### src/rtl/seq_alu.sv
// Multi-cycle ALU: add/sub, unsigned shift-add multiply, signed restoring divide.
// start/busy/done handshake; result, cout and div0 are registered and held between ops.
module seq_alu #(
    parameter int WIDTH = 8
) (
    input  logic               clk,
    input  logic               rst,
    input  logic               start,
    input  logic [1:0]         op,
    input  logic [WIDTH-1:0]   data_a,
    input  logic [WIDTH-1:0]   data_b,
    output logic               busy,
    output logic               done,
    output logic [2*WIDTH-1:0] result,
    output logic               cout,
    output logic               div0
);
    localparam int            CW   = $clog2(WIDTH);
    localparam logic [CW-1:0] LAST = CW'(WIDTH - 1);

    localparam logic [1:0] OP_ADD = 2'b00;
    localparam logic [1:0] OP_SUB = 2'b01;
    localparam logic [1:0] OP_MUL = 2'b10;
    localparam logic [1:0] OP_DIV = 2'b11;

    typedef enum logic [2:0] {
        S_IDLE   = 3'd0,
        S_ADDSUB = 3'd1,
        S_MUL    = 3'd2,
        S_DIV    = 3'd3,
        S_FIX    = 3'd4,
        S_DONE   = 3'd5
    } state_t;

    state_t state_q, state_d;

    logic               sub_q;
    logic               neg_q;
    logic [WIDTH-1:0]   a_q;      // add/sub operand A, or the divide quotient shift register
    logic [WIDTH-1:0]   b_q;      // operand B, multiplier (shifted right), or divisor magnitude
    logic [2*WIDTH-1:0] mcand_q;
    logic [2*WIDTH-1:0] acc_q;
    logic [WIDTH-1:0]   rem_q;
    logic [CW-1:0]      cnt_q;

    logic [WIDTH-1:0]   in_a, in_b;
    logic [WIDTH:0]     add_sum;
    logic [2*WIDTH-1:0] mul_sum;
    logic [WIDTH:0]     rem_shift;
    logic               div_ge;
    logic [WIDTH-1:0]   rem_sub, rem_next, quo_next;
    logic [2*WIDTH-1:0] quo_ext;

    logic               load_res;
    logic [2*WIDTH-1:0] res_d;
    logic               cout_d, div0_d;

    // Divide works on magnitudes; -2^(WIDTH-1) negates to itself, which is its correct unsigned magnitude.
    always_comb begin
        in_a = data_a;
        in_b = data_b;
        if (op == OP_DIV) begin
            if (data_a[WIDTH-1]) in_a = -data_a;
            if (data_b[WIDTH-1]) in_b = -data_b;
        end
    end

    always_comb begin
        add_sum   = {1'b0, a_q} + {1'b0, (sub_q ? ~b_q : b_q)} + {{WIDTH{1'b0}}, sub_q};
        mul_sum   = acc_q + (b_q[0] ? mcand_q : '0);
        rem_shift = {rem_q, a_q[WIDTH-1]};
        div_ge    = rem_shift >= {1'b0, b_q};
        rem_sub   = rem_shift[WIDTH-1:0] - b_q;
        rem_next  = div_ge ? rem_sub : rem_shift[WIDTH-1:0];
        quo_next  = {a_q[WIDTH-2:0], div_ge};
        quo_ext   = {{WIDTH{1'b0}}, a_q};
    end

    // NOTE: every output of this block gets a default first so no path leaves it unassigned (no latches).
    always_comb begin
        state_d  = state_q;
        load_res = 1'b0;
        res_d    = '0;
        cout_d   = 1'b0;
        div0_d   = 1'b0;
        case (state_q)
            S_IDLE: begin
                if (start) begin
                    case (op)
                        OP_ADD, OP_SUB: state_d = S_ADDSUB;
                        OP_MUL:         state_d = S_MUL;
                        default:        state_d = S_DIV;
                    endcase
                end
            end
            S_ADDSUB: begin
                load_res = 1'b1;
                res_d    = {{WIDTH{1'b0}}, add_sum[WIDTH-1:0]};
                cout_d   = add_sum[WIDTH];
                state_d  = S_DONE;
            end
            S_MUL: begin
                if (cnt_q == LAST) begin
                    load_res = 1'b1;
                    res_d    = mul_sum;
                    state_d  = S_DONE;
                end
            end
            S_DIV: begin
                if (b_q == '0) begin
                    load_res = 1'b1;
                    res_d    = {{(2*WIDTH-1){1'b1}}, 1'b0};
                    div0_d   = 1'b1;
                    state_d  = S_DONE;
                end else if (cnt_q == LAST) begin
                    state_d  = S_FIX;
                end
            end
            S_FIX: begin
                load_res = 1'b1;
                res_d    = neg_q ? -quo_ext : quo_ext;
                state_d  = S_DONE;
            end
            S_DONE:  state_d = S_IDLE;
            default: state_d = S_IDLE;
        endcase
    end

    // NOTE: sequential state uses non-blocking assignments so every register samples pre-edge values.
    always_ff @(posedge clk) begin
        if (rst) state_q <= S_IDLE;
        else     state_q <= state_d;
    end

    always_ff @(posedge clk) begin
        if (rst) begin
            sub_q   <= 1'b0;
            neg_q   <= 1'b0;
            a_q     <= '0;
            b_q     <= '0;
            mcand_q <= '0;
            acc_q   <= '0;
            rem_q   <= '0;
            cnt_q   <= '0;
            result  <= '0;
            cout    <= 1'b0;
            div0    <= 1'b0;
        end else begin
            case (state_q)
                S_IDLE: begin
                    if (start) begin
                        sub_q   <= (op == OP_SUB);
                        neg_q   <= (op == OP_DIV) && (data_a[WIDTH-1] ^ data_b[WIDTH-1]);
                        a_q     <= in_a;
                        b_q     <= in_b;
                        mcand_q <= {{WIDTH{1'b0}}, data_a};
                        acc_q   <= '0;
                        rem_q   <= '0;
                        cnt_q   <= '0;
                    end
                end
                S_MUL: begin
                    acc_q   <= mul_sum;
                    mcand_q <= mcand_q << 1;
                    b_q     <= b_q >> 1;
                    cnt_q   <= cnt_q + CW'(1);
                end
                S_DIV: begin
                    a_q   <= quo_next;
                    rem_q <= rem_next;
                    cnt_q <= cnt_q + CW'(1);
                end
                default: ;
            endcase
            if (load_res) begin
                result <= res_d;
                cout   <= cout_d;
                div0   <= div0_d;
            end
        end
    end

    assign busy = (state_q != S_IDLE);
    assign done = (state_q == S_DONE);

endmodule

### config.mk
export PLATFORM = sky130hd
export DESIGN_NAME = seq_alu
export DESIGN_NICKNAME = d
export VERILOG_FILES = /design/src/rtl/seq_alu.sv
export SDC_FILE = /design/constraint.sdc
export NUM_CORES = 1
export LEC_CHECK = 0
export BUFFER_PORTS_ARGS = -buffer_cell sky130_fd_sc_hd__buf_2
export CORE_MARGIN = 5
export CORE_UTILIZATION = 35
export CTS_BUF_LIST = sky130_fd_sc_hd__clkbuf_8
export DETAILED_ROUTE_END_ITERATION = 16
export PLACE_DENSITY = 0.56
export SLEW_MARGIN = 20
export SYNTH_ARGS = -nofsm -noshare
export SYNTH_HDL_FRONTEND = slang
export SYNTH_SLANG_ARGS = --single-unit
export TNS_END_PERCENT = 1
### constraint.sdc
create_clock -name clk -period 3.05 [get_ports clk]
set_clock_uncertainty 0.1 [all_clocks]
set_input_delay 0.305 -clock clk [delete_from_list [all_inputs] [get_ports clk]]
set_output_delay 0.305 -clock clk [all_outputs]
set_load 0.1 [all_outputs]
Word-level counts from Yosys, hierarchy flattened

Cells that the tools add are included.

Flip-flop bits (word level): 82
Bits of input ports: 21
Output and inout port bits: 20
Word-level logic and storage cells: 85

$add $sub $neg: 8
Magnitude comparators: 1
Equal/unequal tests: 12
Multiplexer cells: 34
Bitwise operators: 2
Reductions and logical operators: 16

Operators with widths:

| cell                 | number |
|---|---|
| $mux W16             | 6 |
| $mux W8              | 9 |
| $pmux W16 S2         | 2 |
| $pmux W16 S4         | 1 |
| $pmux W8 S2          | 3 |
| $add A16 B16 Y16     | 1 |
| $neg A8 Y16          | 1 |
| $neg A8 Y8           | 2 |
| $mux W3              | 5 |
| $pmux W3 S4          | 1 |
| $add A8 B8 Y9        | 1 |
| $add A9 B1 Y9        | 1 |
| $eq A3 B3 Y1 const B | 3 |
| $ge A9 B8 Y1         | 1 |
| $logic_not A8 Y1     | 1 |
| $not A8 Y8           | 1 |
| $reduce_and A2 Y1    | 4 |
| $sub A8 B8 Y8        | 1 |
| $eq A3 B2 Y1 const B | 2 |
| $pmux W3 S2          | 1 |
| $reduce_bool A2 Y1   | 3 |
| $reduce_or A2 Y1     | 3 |
| $eq A2 B2 Y1 const B | 2 |
| $mux W1              | 4 |
| 13 further kinds     | 14 |

Logic depth before layout (Yosys ltp)

Depth in word-level cells: 5
Gate-level depth with buffers: 12
Mapped depth without buffers: 10

Worst setup path before layout

No wires, ideal clock.

Kind: flip-flop to flip-flop
Start point: register b_q[0]
End point: register acc_q[14]
Library setup time: 0.117 ns
Arrival: 2.476 ns
Required time: 2.833 ns
Slack: 0.357 ns
Stages on the path, launching flop included: 12
Path buffers: 2
Period minus slack after synthesis: 2.693 ns
Cell sequence: dfxtp_1 -> clkbuf_1 -> clkbuf_1 -> and2_1 -> ha_1 -> and3_4 -> a31o_1 -> a311oi_2 -> o21ai_1 -> a21oi_1 -> xnor2_1 -> a22o_1

Longest elaborated chain between the ends: 3

RTL lines:

| element                | line | text |
|---|---|---|
| start, declared        | 40   | `logic [WIDTH-1:0] b_q;` |
| start signal, assigned | 155  | `b_q <= in_b;` |
| start signal, assigned | 165  | `b_q <= b_q >> 1;` |
| $mux W16               | 70   | `mul_sum = acc_q + (b_q[0] ? mcand_q : '0);` |
| $add A16 B16 Y16       | 70   |  |
| $pmux W16 S2           | 149  | `case (state_q)` |
| end signal, assigned   | 163  | `acc_q <= mul_sum;` |
| end, declared          | 42   | `logic [2*WIDTH-1:0] acc_q;` |

Every way passes these cells.
A chain may end at the register's enable or synchronous reset.

Final worst setup path

Same ends and word-level chain as after synthesis.

==> summary.txt <==
Logic synthesis
  • Ranking of synthesized cells by area: dfxtp_1 30%, ha_1 8.3%, a21oi_1 7.6%, nand2_1 5.4%, nor2_1 4.0%
  • Async set-reset flop share out of synthesis: 0%
  • Synth cell types: 69
  • Commonest cells post-synth: 82 x a21oi_1, 82 x dfxtp_1, 77 x nand2_1, 57 x nor2_1, 37 x nand3_1
  • Mapped Cells: 698
  • Avg Cell Area, Syn: 7.74 um2
  • Area leader, netlist: dfxtp_1
  • Post-Syn Nets: about 760
  • Post-synthesis sequential area ratio: between 30% and 40%
  • Number of synthesized flops with an enable pin: 0
  • Synth warnings: 0
  • Yosys reg bits: 82
  • Main synth FF type: dfxtp_1
  • Post-Syn Area: 0.00540 mm2
  • Synth top area share: a little under a third

Global route
  • Initial antenna violation count: 0
  • Gr ovfl total: 0
  • First-pass GRT wire length: about 25,000 um
  • Global Route Usage Sum: approximately 17%
  • Maximum number of pins on one net before global-route repair: 37
  • Vias in the first global route: ~5,000

Worst setup path
  • Arrival time worst endpoint: 2.90 ns
  • CP bufs+invs: 0
  • CP Class: reg2reg
  • FF-to-FF Start: b_q[0]
  • Largest stage delay, worst path: 0.42 ns
  • Cell repeated most along the worst path: a21oi_1
  • CP top delay family: compound AO/OA/AOI/OAI gates
  • Worst-path cell chain: and2_1 -> ha_1 -> fa_1 -> a21oi_1 -> o22ai_1 -> a311oi_2 -> o21ai_1 -> a21oi_1 -> xnor2_1 -> a22o_1
  • WP data required: around 3.2 ns
  • R2R depth: 10
  • CP Max Fanout: 4
  • Reg2reg end: acc_q[14]
  • Flop2flop setup slack: 0.32 ns
  • CP startpoint kind: flop
  • Crit. Startpoint: b_q[0]
  • Crit path max-delay cell type: fa_1
  • CP endpoint kind: flop

STA
  • Worst rel slew slack: between 50 and 60%
  • TNS Setup: 0 ns
  • Final Max Tran Viols: 0
  • Max frequency: approximately 370 MHz
  • Fin. Hold Viols: 0
  • Final Setup Violations: 0
  • Minimum clock period: 2.73 ns
  • RSZ-0062 raised after global routing: no
  • Slew @ Worst Pin: 0.617 ns
  • Final Cycle Share: about nine tenths

Clocking
  • Clock tree root driver cell: clkbuf_8
  • Worst-path clk slew: ~0.080 ns
  • Post-CTS Hold Fix Bufs: 0
  • CTS resizes: 0
  • CTS max path bufs: 2
  • Num CTS Buffers: 9
  • H-tree levels: 3
  • TritonCTS clock tree: done
  • Clock latency at the later pin of the worst-skew pair: about 0.37 ns
  • CTS Sinks: 82
  • Post-CTS setup buffers: 0

Placed design
  • Gp weighted congestion: a little under 0.9
  • IO Port Bufs: 40
  • Placed cell count: 899
  • Post-DP HPWL: 11,500 um

Routing
  • Antenna-violating nets left: 0
  • Residual DRC count: 0
  • Vias: ~5,200
  • Pre-antenna DRT Iters: 4
  • Final WL: about 15,000 um
  • Wirelength per Cell: roughly 16 um
  • Vias per cell: approximately 5.6
  • DRT iter0 DRCs: 414

Final layout
  • Multi-input logic area: ~0.0035 mm2
  • Fillers: 1,581
  • Diodes inserted: 0
  • Final nets: approximately 780
  • Layout cells sized above 1: roughly 11%
  • Area growth from synthesis to layout: 10.6%
  • FF/Latch Area: ~0.0016 mm2
  • Fin cells: 914

Worst hold path
  • Worst min path class: in2reg
  • WHS Path Cells: 3
  • Hold Crit Endpoint: b_q[7]
  • Hold Path Origin: data_b[7]

Outcome
  • Status: completed

Floorplan
  • Row count: between 40 and 50
  • I/O Pins: 41
  • Die Wd: about 130 um
  • Core Footprint: 0.0151 mm2
  • Die height: 134 um
  • Die area: 0.0180 mm2
  • Initial core utilization: 35.7%

Power
  • Worst vdd ir: around 0.49 mV
  • Pwr/cell area: 708 mW/mm2
  • Leak pwr: 2.40 nW

Run
  • Max_cap viols: 0
==> flip-flops by register name, summed over array words and instances, names as in the netlist <==
name and flops:
cnt_q 3, a_q 8, cout 1, acc_q 16, div0 1, neg_q 1
sub_q 1, b_q 8, state_q 3, result 16, rem_q 8, mcand_q 16
==> per-layer routing <==
layer / part of all wire, % / vias to the layer above / track usage [%]
li1: - / 2558 / -
met1: 45 / 2469 / 22.2
met2: 49 / 110 / 29.2
met3: 4.6 / 14 / 3.38
met4: 1.0 / 0 / 4.24
met5: 0 / - / 0
==> layout by cell type (no fill, tap or decap), types with 8 or more instances in the layout <==
cell type and n:
o21ai_0 20, dfxtp_1 82, nand3_1 37, nor2_1 56, a22oi_1 14, buf_4 12, nand2_1 77, nor2b_1 8
and2_1 21, buf_2 40, ha_1 36, nor3_1 26, xnor2_1 18, clkbuf_8 11, a31oi_1 9, o21ai_1 11
xor2_1 21, inv_1 24, a21oi_1 82, a221oi_1 13
==> worst reg2reg max path, delay by kind of cell, from the launching register on <==
family          cells  cell delay, ns
fa+ha+maj           2            0.64
flops               1            0.34
simple gates        1            0.16
xor+xnor            1            0.11
compound gates      6            1.30
==> cells by family (layout without fill, tap and decap cells) <==
kind of cell	after synthesis	after routing	share of synthesized area, %
AO/OA/AOI/OAI	204	204	24.2
XOR/XNOR	39	39	6.33
AND/OR/NAND/NOR	267	267	23.8
flip-flops	82	82	30.4
multiplexers	5	5	0.950
adder cells (fa/ha/maj)	39	39	9.45
buffers and inverters	62	90	4.82
==> layout make-up <==
type / count / share of cell area, %
clock buffers: 11 / 2.53
well taps: 188 / 3.94
multi-input cells: 554 / 58.6
clock inverters: 4 / 1.13
flip-flops and latches: 82 / 27.5
repair buffers: 52 / 4.86
inverters: 23 / 1.45
==> per-stage QoR <==
stage / total power, mW / cell area, um2 / setup WS [ns] / hold WS [ns] / util, %
final: 4.23 / 5970 / 0.317 / 0.145 / 39.4
after global routing: 4.50 / 5970 / 0.0798 / 0.153 / 39.4
after CTS: 4.26 / 5970 / 0.330 / 0.128 / 39.4
after detailed placement: 3.35 / 5750 / 0.341 / 0.363 / 38.0
after global placement: 3.32 / 5750 / 0.369 / 0.356 / 38.0
after floorplan: 2.92 / 5400 / 0.357 / 0.341 / -
==> where the power goes <==
part / internal (mW) / total [mW] / switching [mW]
sequential: 1.21 / 1.38 / 0.165
combinational: 0.537 / 1.95 / 1.42
clock: 0.496 / 0.897 / 0.401
total: 2.25 / 4.23 / 1.98
==> how the worst max path moves through the flow <==
stage                endpoint  slack [ns]  cells after the start
CTS                 acc_q[14]        0.33                     10
global placement    acc_q[14]        0.37                     10
detailed placement  acc_q[14]        0.34                     10
finish              acc_q[14]        0.32                     10
global route        acc_q[14]        0.08                     10
floorplan           acc_q[14]        0.36                     11
Note: power is estimated with default switching activity, not from simulation.
